**src/rtl/ac1_seq_ctrl_pkg.sv**
```systemverilog
// rtl/ac1_seq_ctrl_pkg.sv - shared types and default sizing for the ac1 sequencer
package ac1_seq_ctrl_pkg;

   localparam int AC1_M      = 16;
   localparam int AC1_PA     = 8;
   localparam int AC1_NV_W   = 8;
   localparam bit AC1_SIGNED = 1'b1;
   localparam int PW         = $clog2(AC1_PA);

   typedef enum logic [1:0] {
      IDLE  = 2'd0,
      RUN   = 2'd1,
      DRAIN = 2'd2
   } state_t;

endpackage

```
**src/rtl/ac1_seq_ctrl_if.sv**
```systemverilog
// rtl/ac1_seq_ctrl_if.sv - job, plane handshake, ac1 enable and result signals of the sequencer
interface ac1_seq_ctrl_if #(
   parameter int NV_W = 8,
   parameter int PW   = 3
);
   logic            start;
   logic [NV_W-1:0] n_vec;
   logic            abort;
   logic            in_valid;
   logic            in_ready;
   logic            w_en;
   logic            s_en;
   logic            cl_en;
   logic            sgn_plane;
   logic [PW-1:0]   plane_idx;
   logic            out_valid;
   logic            out_ready;
   logic            busy;
   logic            done;

   modport master (
      output start, n_vec, abort, in_valid, out_ready,
      input  in_ready, w_en, s_en, cl_en, sgn_plane, plane_idx, out_valid, busy, done
   );

   modport slave (
      input  start, n_vec, abort, in_valid, out_ready,
      output in_ready, w_en, s_en, cl_en, sgn_plane, plane_idx, out_valid, busy, done
   );
endinterface

```
**src/rtl/ac1_plane_cnt.sv**
```systemverilog
// rtl/ac1_plane_cnt.sv - modulo-PA bit-plane counter with clear and wrap flag
import ac1_seq_ctrl_pkg::*;

module ac1_plane_cnt #(
   parameter int PA   = AC1_PA,
   parameter int PW_L = PW
) (
   input  logic            clk,
   input  logic            rst_n,
   input  logic            inc_i,
   input  logic            clr_i,
   output logic [PW_L-1:0] idx_o,
   output logic            wrap_o
);
   logic [PW_L-1:0] idx_q;
   logic [PW_L-1:0] idx_d;

   assign wrap_o = inc_i && (idx_q == PW_L'(PA - 1));
   assign idx_o  = idx_q;

   always_comb begin
      idx_d = idx_q;
      if (clr_i) begin
         idx_d = '0;
      end else if (inc_i) begin
         idx_d = wrap_o ? '0 : idx_q + 1'b1;
      end
   end

   always_ff @(posedge clk or negedge rst_n) begin
      if (!rst_n) begin
         idx_q <= '0;
      end else begin
         idx_q <= idx_d;
      end
   end
endmodule

```
**src/rtl/ac1_seq_ctrl.sv**
```systemverilog
// rtl/ac1_seq_ctrl.sv - sequences ac1 enables over Pa planes per result for a job of n_vec results
import ac1_seq_ctrl_pkg::*;

module ac1_seq_ctrl #(
   parameter int M      = AC1_M,
   parameter int Pa     = AC1_PA,
   parameter int NV_W   = AC1_NV_W,
   parameter bit SIGNED = AC1_SIGNED
) (
   input logic           clk,
   input logic           rst_n,
   ac1_seq_ctrl_if.slave ctrl_if
);
   localparam int PW_L = $clog2(Pa);

   if (Pa < 2 || M < 1) begin : g_bad_param
      $error("ac1_seq_ctrl: Pa must be >= 2 and M >= 1");
   end

   state_t          state_q, state_d;
   logic [NV_W-1:0] n_vec_q, n_vec_d;
   logic [NV_W-1:0] vec_cnt_q, vec_cnt_d;
   logic            out_valid_q, out_valid_d;
   logic            done_q, done_d;

   logic [PW_L-1:0] plane_idx;
   logic            wrap;
   logic            in_ready;
   logic            acc;
   logic            take;
   logic            last_vec;

   // A pending result blocks new planes: the plane-0 load would overwrite it.
   assign in_ready = (state_q == RUN) && !ctrl_if.abort && !(out_valid_q && !ctrl_if.out_ready);
   assign acc      = ctrl_if.in_valid && in_ready;
   assign take     = out_valid_q && ctrl_if.out_ready;
   assign last_vec = (vec_cnt_q == n_vec_q - 1'b1);

   ac1_plane_cnt #(.PA(Pa), .PW_L(PW_L)) u_plane_cnt (
      .clk    (clk),
      .rst_n  (rst_n),
      .inc_i  (acc),
      .clr_i  (ctrl_if.abort || (state_q != RUN)),
      .idx_o  (plane_idx),
      .wrap_o (wrap)
   );

   always_comb begin
      state_d     = state_q;
      n_vec_d     = n_vec_q;
      vec_cnt_d   = vec_cnt_q;
      done_d      = 1'b0;
      out_valid_d = out_valid_q;

      // A new result landing on the handshake edge keeps out_valid up.
      if (wrap) begin
         out_valid_d = 1'b1;
      end else if (take) begin
         out_valid_d = 1'b0;
      end

      case (state_q)
         IDLE: begin
            if (ctrl_if.start) begin
               if (ctrl_if.n_vec != '0) begin
                  n_vec_d   = ctrl_if.n_vec;
                  vec_cnt_d = '0;
                  state_d   = RUN;
               end else begin
                  done_d = 1'b1;
               end
            end
         end
         RUN: begin
            if (wrap) begin
               vec_cnt_d = vec_cnt_q + 1'b1;
               if (last_vec) begin
                  state_d = DRAIN;
               end
            end
         end
         DRAIN: begin
            if (take) begin
               state_d = IDLE;
               done_d  = 1'b1;
            end
         end
         default: state_d = IDLE;
      endcase

      if (ctrl_if.abort) begin
         state_d     = IDLE;
         out_valid_d = 1'b0;
         vec_cnt_d   = '0;
         done_d      = 1'b0;
      end
   end

   always_ff @(posedge clk or negedge rst_n) begin
      if (!rst_n) begin
         state_q     <= IDLE;
         n_vec_q     <= '0;
         vec_cnt_q   <= '0;
         out_valid_q <= 1'b0;
         done_q      <= 1'b0;
      end else begin
         state_q     <= state_d;
         n_vec_q     <= n_vec_d;
         vec_cnt_q   <= vec_cnt_d;
         out_valid_q <= out_valid_d;
         done_q      <= done_d;
      end
   end

   assign ctrl_if.in_ready  = in_ready;
   assign ctrl_if.w_en      = acc;
   assign ctrl_if.s_en      = acc;
   assign ctrl_if.cl_en     = acc && (plane_idx == '0);
   assign ctrl_if.sgn_plane = SIGNED && (state_q == RUN) && (plane_idx == PW_L'(Pa - 1));
   assign ctrl_if.plane_idx = plane_idx;
   assign ctrl_if.out_valid = out_valid_q;
   assign ctrl_if.busy      = (state_q != IDLE);
   assign ctrl_if.done      = done_q;
endmodule

```
**src/flat_wrapper.sv**
```systemverilog
// flat-port wrapper written by rule: the top's interface ports become plain ports
module ac1_seq_ctrl_flat 
#(
   parameter int M      = AC1_M,
   parameter int Pa     = AC1_PA,
   parameter int NV_W   = AC1_NV_W,
   parameter bit SIGNED = AC1_SIGNED
)
  (clk, rst_n, ctrl_if_start, ctrl_if_n_vec, ctrl_if_abort, ctrl_if_in_valid, ctrl_if_out_ready, ctrl_if_in_ready, ctrl_if_w_en, ctrl_if_s_en, ctrl_if_cl_en, ctrl_if_sgn_plane, ctrl_if_plane_idx, ctrl_if_out_valid, ctrl_if_busy, ctrl_if_done);
  ac1_seq_ctrl_if #(.NV_W(NV_W), .PW(3)) ctrl_if_i ();
  input logic clk;
  input logic rst_n;
  input wire logic [$bits(ctrl_if_i.start)-1:0] ctrl_if_start;
  input wire logic [$bits(ctrl_if_i.n_vec)-1:0] ctrl_if_n_vec;
  input wire logic [$bits(ctrl_if_i.abort)-1:0] ctrl_if_abort;
  input wire logic [$bits(ctrl_if_i.in_valid)-1:0] ctrl_if_in_valid;
  input wire logic [$bits(ctrl_if_i.out_ready)-1:0] ctrl_if_out_ready;
  output wire logic [$bits(ctrl_if_i.in_ready)-1:0] ctrl_if_in_ready;
  output wire logic [$bits(ctrl_if_i.w_en)-1:0] ctrl_if_w_en;
  output wire logic [$bits(ctrl_if_i.s_en)-1:0] ctrl_if_s_en;
  output wire logic [$bits(ctrl_if_i.cl_en)-1:0] ctrl_if_cl_en;
  output wire logic [$bits(ctrl_if_i.sgn_plane)-1:0] ctrl_if_sgn_plane;
  output wire logic [$bits(ctrl_if_i.plane_idx)-1:0] ctrl_if_plane_idx;
  output wire logic [$bits(ctrl_if_i.out_valid)-1:0] ctrl_if_out_valid;
  output wire logic [$bits(ctrl_if_i.busy)-1:0] ctrl_if_busy;
  output wire logic [$bits(ctrl_if_i.done)-1:0] ctrl_if_done;
  assign ctrl_if_i.start = ctrl_if_start;
  assign ctrl_if_i.n_vec = ctrl_if_n_vec;
  assign ctrl_if_i.abort = ctrl_if_abort;
  assign ctrl_if_i.in_valid = ctrl_if_in_valid;
  assign ctrl_if_i.out_ready = ctrl_if_out_ready;
  assign ctrl_if_in_ready = ctrl_if_i.in_ready;
  assign ctrl_if_w_en = ctrl_if_i.w_en;
  assign ctrl_if_s_en = ctrl_if_i.s_en;
  assign ctrl_if_cl_en = ctrl_if_i.cl_en;
  assign ctrl_if_sgn_plane = ctrl_if_i.sgn_plane;
  assign ctrl_if_plane_idx = ctrl_if_i.plane_idx;
  assign ctrl_if_out_valid = ctrl_if_i.out_valid;
  assign ctrl_if_busy = ctrl_if_i.busy;
  assign ctrl_if_done = ctrl_if_i.done;
  ac1_seq_ctrl #(.M(M), .Pa(Pa), .NV_W(NV_W), .SIGNED(SIGNED)) u_core (.clk(clk), .rst_n(rst_n), .ctrl_if(ctrl_if_i));
endmodule
```
**config.mk**
```make
export PLATFORM = sky130hd
export DESIGN_NAME = ac1_seq_ctrl_flat
export DESIGN_NICKNAME = d
export VERILOG_FILES = /design/src/rtl/ac1_seq_ctrl_pkg.sv /design/src/rtl/ac1_seq_ctrl_if.sv /design/src/rtl/ac1_plane_cnt.sv /design/src/rtl/ac1_seq_ctrl.sv /design/src/flat_wrapper.sv
export SDC_FILE = /design/constraint.sdc
export NUM_CORES = 1
export LEC_CHECK = 0
export ABC_CLOCK_PERIOD_IN_PS = 2600
export BUFFER_PORTS_ARGS = -buffer_cell sky130_fd_sc_hd__buf_2
export CAP_MARGIN = 20
export CORE_AREA = 4 4 58 60
export CTS_CLUSTER_DIAMETER = 80
export DETAILED_ROUTE_END_ITERATION = 10
export DIE_AREA = 0 0 62 64
export PLACE_DENSITY_LB_ADDON = 0.15
export RECOVER_POWER = 25
export SYNTH_ARGS = -nofsm -noshare
export SYNTH_HDL_FRONTEND = slang
export SYNTH_HIERARCHICAL = 1
export SYNTH_SLANG_ARGS = --single-unit
```
**constraint.sdc**
```tcl
create_clock -name clk -period 2.6 [get_ports clk]
set_input_delay 0.52 -clock clk [delete_from_list [all_inputs] [get_ports clk]]
set_output_delay 0.52 -clock clk [all_outputs]
set_load 0.05 [all_outputs]
```
[Word-level counts from Yosys, hierarchy flattened]
Cells that the tools add are included.
Operators by class
  $add $sub $neg: 3
  reductions and logical operators: 22
  shifts and indexed selects: 0
  eq/ne operators: 10
  $mul: 0
  magnitude comparators: 0
  bitwise logic cells: 0
  div/mod/pow operators: 0
  mux-type cells: 23
Operators by type and width (number)
  8-bit two-way mux: 4
  8-bit case mux with 2 select lines: 1
  2-bit two-way mux: 6
  3-bit two-way mux: 3
  3-bit by 2-bit != test with 1-bit output (second input constant): 3
  8-bit by 1-bit adder with 8-bit output (second input constant): 1
  8-bit == test: 1
  1-bit logical AND: 8
  8-bit nonzero test: 1
  8-bit by 1-bit subtractor with 8-bit output (second input constant): 1
  1-bit two-way mux: 7
  3-bit != test (second input constant): 2
  2-bit case mux with 3 select lines: 1
  3-bit nonzero test: 2
  5-bit AND reduction: 1
  4-bit AND reduction: 1
  2-bit nonzero test: 2
  3-bit by 1-bit adder with 3-bit output (second input constant): 1
  3-bit == test (second input constant): 1
  1-bit logical NOT: 3
  3-bit logical NOT: 1
  3-bit AND reduction: 1
  2-bit by 1-bit == test with 1-bit output (second input constant): 1
  2-bit == test (second input constant): 1
  4 further kinds: 4
Word-level totals
  bits in read-only memories: 0
  bits in registers: 23
  bits in latches: 0
  input port bits: 14
  memories kept: 0
  RAM bits: 0

[Depth between registers and ports, before layout]
  word-level depth: 9
  gate-level depth with buffers: 10
  depth with buffers taken out: 10

[Cells and area by module]
Netlist, hierarchy kept.
Modules (own cells, without submodules)
  ac1_seq_ctrl: cells each 129, area each 1228.7 um^2, sequential area each 500.5 um^2, times used 1
  ac1_plane_cnt: cells each 14, area each 160.2 um^2, sequential area each 75.1 um^2, times used 1

[Least setup slack after synthesis]
Ideal clock, no wire load.
  kind: input to output
  start point: input port ctrl_if_abort
  end point: output port ctrl_if_cl_en
  required time: 2.080 ns
  data arrival time: 4.015 ns
  stages: 5
  setup slack: -1.935 ns
  path through: nor2_1 nand2_1 nor2_1 and2_1 nor4b_1
Between the ends
  cells in the longest elaborated chain, start to end: 5
RTL lines
  start: declaration: RTL line flat_wrapper.sv:15  | input wire logic [$bits(ctrl_if_i.abort)-1:0] ctrl_if_abort;
  1-bit logical NOT: RTL line ac1_seq_ctrl.sv:34  | assign in_ready = (state_q == RUN) && !ctrl_if.abort && !(out_valid_q && !ctrl_if.out_ready);
  1-bit logical AND (2 in a row): RTL line ac1_seq_ctrl.sv:34
  named net ctrl_if_in_ready: RTL line flat_wrapper.sv:18  | output wire logic [$bits(ctrl_if_i.in_ready)-1:0] ctrl_if_in_ready;
  1-bit logical AND: RTL line ac1_seq_ctrl.sv:35  | assign acc = ctrl_if.in_valid && in_ready;
  named net ctrl_if_s_en: RTL line flat_wrapper.sv:20  | output wire logic [$bits(ctrl_if_i.s_en)-1:0] ctrl_if_s_en;
  1-bit logical AND: RTL line ac1_seq_ctrl.sv:118  | assign ctrl_if.cl_en = acc && (plane_idx == '0);
  end: declaration: RTL line flat_wrapper.sv:21  | output wire logic [$bits(ctrl_if_i.cl_en)-1:0] ctrl_if_cl_en;
The timed path passes the listed nets, and every way through them passes these cells.

[Final worst setup path]
  start point: register u_core.state_q[1]
  end point: output port ctrl_if_cl_en
Between the ends
  cells in the longest elaborated chain, start to end: 5
RTL lines
  start: declaration: RTL line ac1_seq_ctrl.sv:20  | state_t state_q, state_d;
  start signal: assignment: RTL line ac1_seq_ctrl.sv:107  | state_q <= state_d;
  2-bit by 1-bit == test with 1-bit output: RTL line ac1_seq_ctrl.sv:34
  1-bit logical AND (2 in a row): RTL line ac1_seq_ctrl.sv:34
  1-bit logical AND: RTL line ac1_seq_ctrl.sv:35
  1-bit logical AND: RTL line ac1_seq_ctrl.sv:118
No other way between the ends.

==> results.txt <==
The flow ran to the end, and the final reports show no timing, DRC or antenna violations. In this run the deepest clock path goes through 2 buffers. The number of cells on the worst reg-to-reg path is 10. The die covers 3970 sq um. The later pin in the worst-skew pair is clocked with a latency of 0.31 ns.

The total setup violations reported at the end of the flow is 0. The average footprint of a synthesized cell came out at 9.71 sq um. The clock skew came out at 0.0124 ns.

The chip width is 62 um. The number of vias per cell after detailed routing is 5.68. In this run the post-CTS setup repair buffer count came out at 0.

The cts-stage hold buffer count is 0. The clock period minus final worst setup slack is 2.38 ns. The total number of vias is 1,154.

Entering global routing, the biggest net connects 24 pins. The clock root buffer master is clkbuf_4. The number of search-and-repair iterations in the first detailed-routing pass came out at 4. The die is 64 um tall. The global-route wire length before repair came out at 5080 um.

Synthesis handed over a netlist of 143 instances. In this run the critical register-to-register path is launched from u_core/state_q[1]. Once detail routing completed, the nets flagged for antenna violations numbered 0.

Setup repair after global routing left no endpoint under its margin. The arrival time at the worst endpoint is 1.86 ns. After clock tree synthesis, the clock-pin slew on the worst setup and hold paths is 0.14 ns. The overall fraction of global-route tracks in use came out at 16.8%.

Setup slack on the critical path of the routed design comes to 0.222 ns. The startpoint class of the critical path is a register. The congestion estimate from routability-driven global placement came to 0.822. The post-synthesis cell type count came out at 44.

The CTS sink count is 23. The placed wire-length estimate came out at 2290 um. For met3 alone, demand over resource in global routing was 3.03%.

The total overflow reported by the global router came out at 0. The count of state elements after synthesis came out at 23. dfrtp_1 is the most common cell in the netlist.

The relative max-transition margin is 18.9%. Summed over all instances, the cell type with the most area after synthesis is dfrtp_1. The initial cell density of the core is 47.4%.

The number of global-route vias before repair is 1,128. The layout has 264 filler cells. The transition time at the pin with the least slew margin is 1.22 ns. The floorplan has 20 rows. Input and output buffers added on the ports amount to 24.

For the worst setup path, the data required time is 2.08 ns. The met1 capacity usage during global routing came out at 21.8%. Global routing consumed, on the met2 layer, 28.2% of the routing resources. The final hold violation count came out at 0.

By count the netlist is led by dfrtp_1, nor2_1, nand3_1, o21ai_0, xor2_1. The aggregate routed wire length came out at 2910 um. Sorting the synthesized cells by area gives the leading types as dfrtp_1, mux2_4, xor2_1. The critical path in this run is classified as reg2out. For this run, design rule violations remaining after detail routing come to 0. The total I/O pin count is 25.

The share of the Yosys chip area taken by registers is 41.4%. Across the VDD grid, the largest voltage drop is 0.256 mV. The count of synthesis-stage warnings from yosys came out at 6.

The routed wirelength normalized by instance count came out at 14.3 um. The number of nets in the layout came out at 189. For flop-to-flop paths, the worst setup slack is 0.52 ns. TritonCTS built the clock tree. The number of pins with negative max-slew slack in the final report came to 0.

For this run, the top clock speed supported by timing is 0.420 GHz. For this design the ratio of total power to cell area is 447 nW/um^2. The post-placement worst setup slack is 0.301 ns. The worst hold path belongs to the class in2async. The critical path capture point type is an output pin. The maximum level of the CTS H-tree came out at 1.

The worst-path maximum fanout came out at 8. Clock tree synthesis inserted a total of 3 buffers. The count of flip-flops with a built-in enable after synthesis came out at 0. The post-route fraction of the period consumed by the critical path came out at 91.5%. In the final layout, the share of cells above drive strength 1 is 27.1%.

In this run the critical register-to-register path is captured at u_core/vec_cnt_q[4]. The number of antenna violations at the first check in global routing is 0. The number of antenna cells inserted is 0. The area of the core is 2930 sq um.

Summing every instance area after synthesis gives 1390 sq um. The net count after synthesis came out at 161. The most used flip-flop cell after synthesis is dfrtp_1.

The top cell type by area accounts for 41.4% of the synthesized area. The setup total negative slack is 0 ns. The leakage power total came out at 0.769 nW. After synthesis, the share of flip-flops with an asynchronous set or reset is 100%. The peak-usage layer in the global routing report is met2. The initial DRC count is 31.

The area added between synthesis and finish came out at 16.4%. The count of max-cap constraint violations came out at 0.
==> state kept, by name (all words and copies together), names as in the netlist <==
signal and cells:
u_core/ctrl_if.out_valid 1, u_core/u_plane_cnt/idx_o 3, u_core/ctrl_if.done 1, u_core/state_q 2, u_core/vec_cnt_q 8, u_core/n_vec_q 8
==> power breakdown <==
| part | total [W] | internal (W) | switching, W | leakage [nW] |
|---|---|---|---|---|
| registers | 0.000403 | 0.000377 | 0.0000264 | 0.303 |
| clock network | 0.000170 | 0.0000586 | 0.000112 | 0.0139 |
| logic | 0.000149 | 0.0000716 | 0.0000776 | 0.453 |
==> what timing repair did <==
item	CTS	global route
endpoints found under the setup margin	0	1
gates resized for setup	0	1
hold endpoints to repair	0	0
==> cell usage in the layout, fill, tap and decap left out, types with 2 or more instances in the layout <==
| cell type | n |
|---|---|
| a211oi_1 | 2 |
| a21oi_1 | 2 |
| a31oi_1 | 2 |
| and2_1 | 3 |
| and3_1 | 3 |
| buf_2 | 22 |
| buf_4 | 3 |
| clkbuf_4 | 4 |
| dfrtp_1 | 23 |
| ha_1 | 4 |
| inv_1 | 4 |
| mux2_4 | 6 |
| nand2_1 | 6 |
| nand2b_1 | 4 |
| nand3_1 | 9 |
| nand4_1 | 4 |
| nor2_1 | 13 |
| nor2_4 | 2 |
| nor3_1 | 2 |
| nor3b_1 | 2 |
| nor4_1 | 2 |
| o21ai_0 | 9 |
| or2_2 | 2 |
| xnor2_1 | 3 |
| xor2_1 | 8 |
==> area by class of cell <==
type                       count  area [sq um]  area share, %
tap                           33          41.3           2.55
inverter                       4          15.0          0.929
clock inverter                 1          7.51          0.464
clock buffer                   3          22.5           1.39
timing repair buffer          27           144           8.90
sequential                    23           576           35.6
multi-input combinational    112           811           50.2
==> how the worst max path moves through the flow <==
stage                                        start            end
final                            u_core/state_q[1]  ctrl_if_cl_en
after global routing             u_core/state_q[1]  ctrl_if_cl_en
after CTS                        u_core/state_q[1]  ctrl_if_cl_en
after detailed placement             ctrl_if_abort  ctrl_if_cl_en
after global placement               ctrl_if_abort  ctrl_if_cl_en
after floorplan           u_core/ctrl_if.out_valid  ctrl_if_cl_en
==> stage by stage <==
| step | power (W) | hold WS (ns) | instance area, sq um | instances | util [%] |
|---|---|---|---|---|---|
| final | 0.000723 | 0.420 | 1620 | 203 | 55.2 |
| after global routing | 0.000776 | 0.412 | 1620 | 203 | 55.2 |
| after CTS | 0.000734 | 0.165 | 1620 | 203 | 55.2 |
| after detailed placement | 0.000561 | 0.526 | 1590 | 199 | 54.1 |
| after global placement | 0.000555 | 0.518 | 1590 | 199 | 54.1 |
| after floorplan | 0.000517 | 0.224 | 1420 | 143 | - |
==> per-layer routing <==
layer,vias up,part of all wire (%)
met1,554,44
met3,2,4.3
met4,0,0.52
met2,23,51
met5,-,0
li1,575,-
==> cell families (layout without fill, tap and decap cells) <==
group | after synthesis | count (layout) | synth area share, %
buffers and inverters | 8 | 35 | 2.70
xor gates and xnor gates | 11 | 11 | 6.94
AOI/OAI and AO/OA | 26 | 26 | 12.7
adders and majority gates | 4 | 4 | 3.60
DFF | 23 | 23 | 41.4
muxes | 7 | 7 | 7.21
and+or+nand+nor | 64 | 64 | 25.4
==> worst max-delay path: stages, from the launching register on <==
cell and delay, ns:
dfrtp_1 0.48, nor2_4 0.19, nand2_2 0.15, nor2_4 0.12
and2_4 0.18, nor4b_4 0.18, clkbuf_4 0.26
No activity file was read; power rests on OpenSTA's default activity.
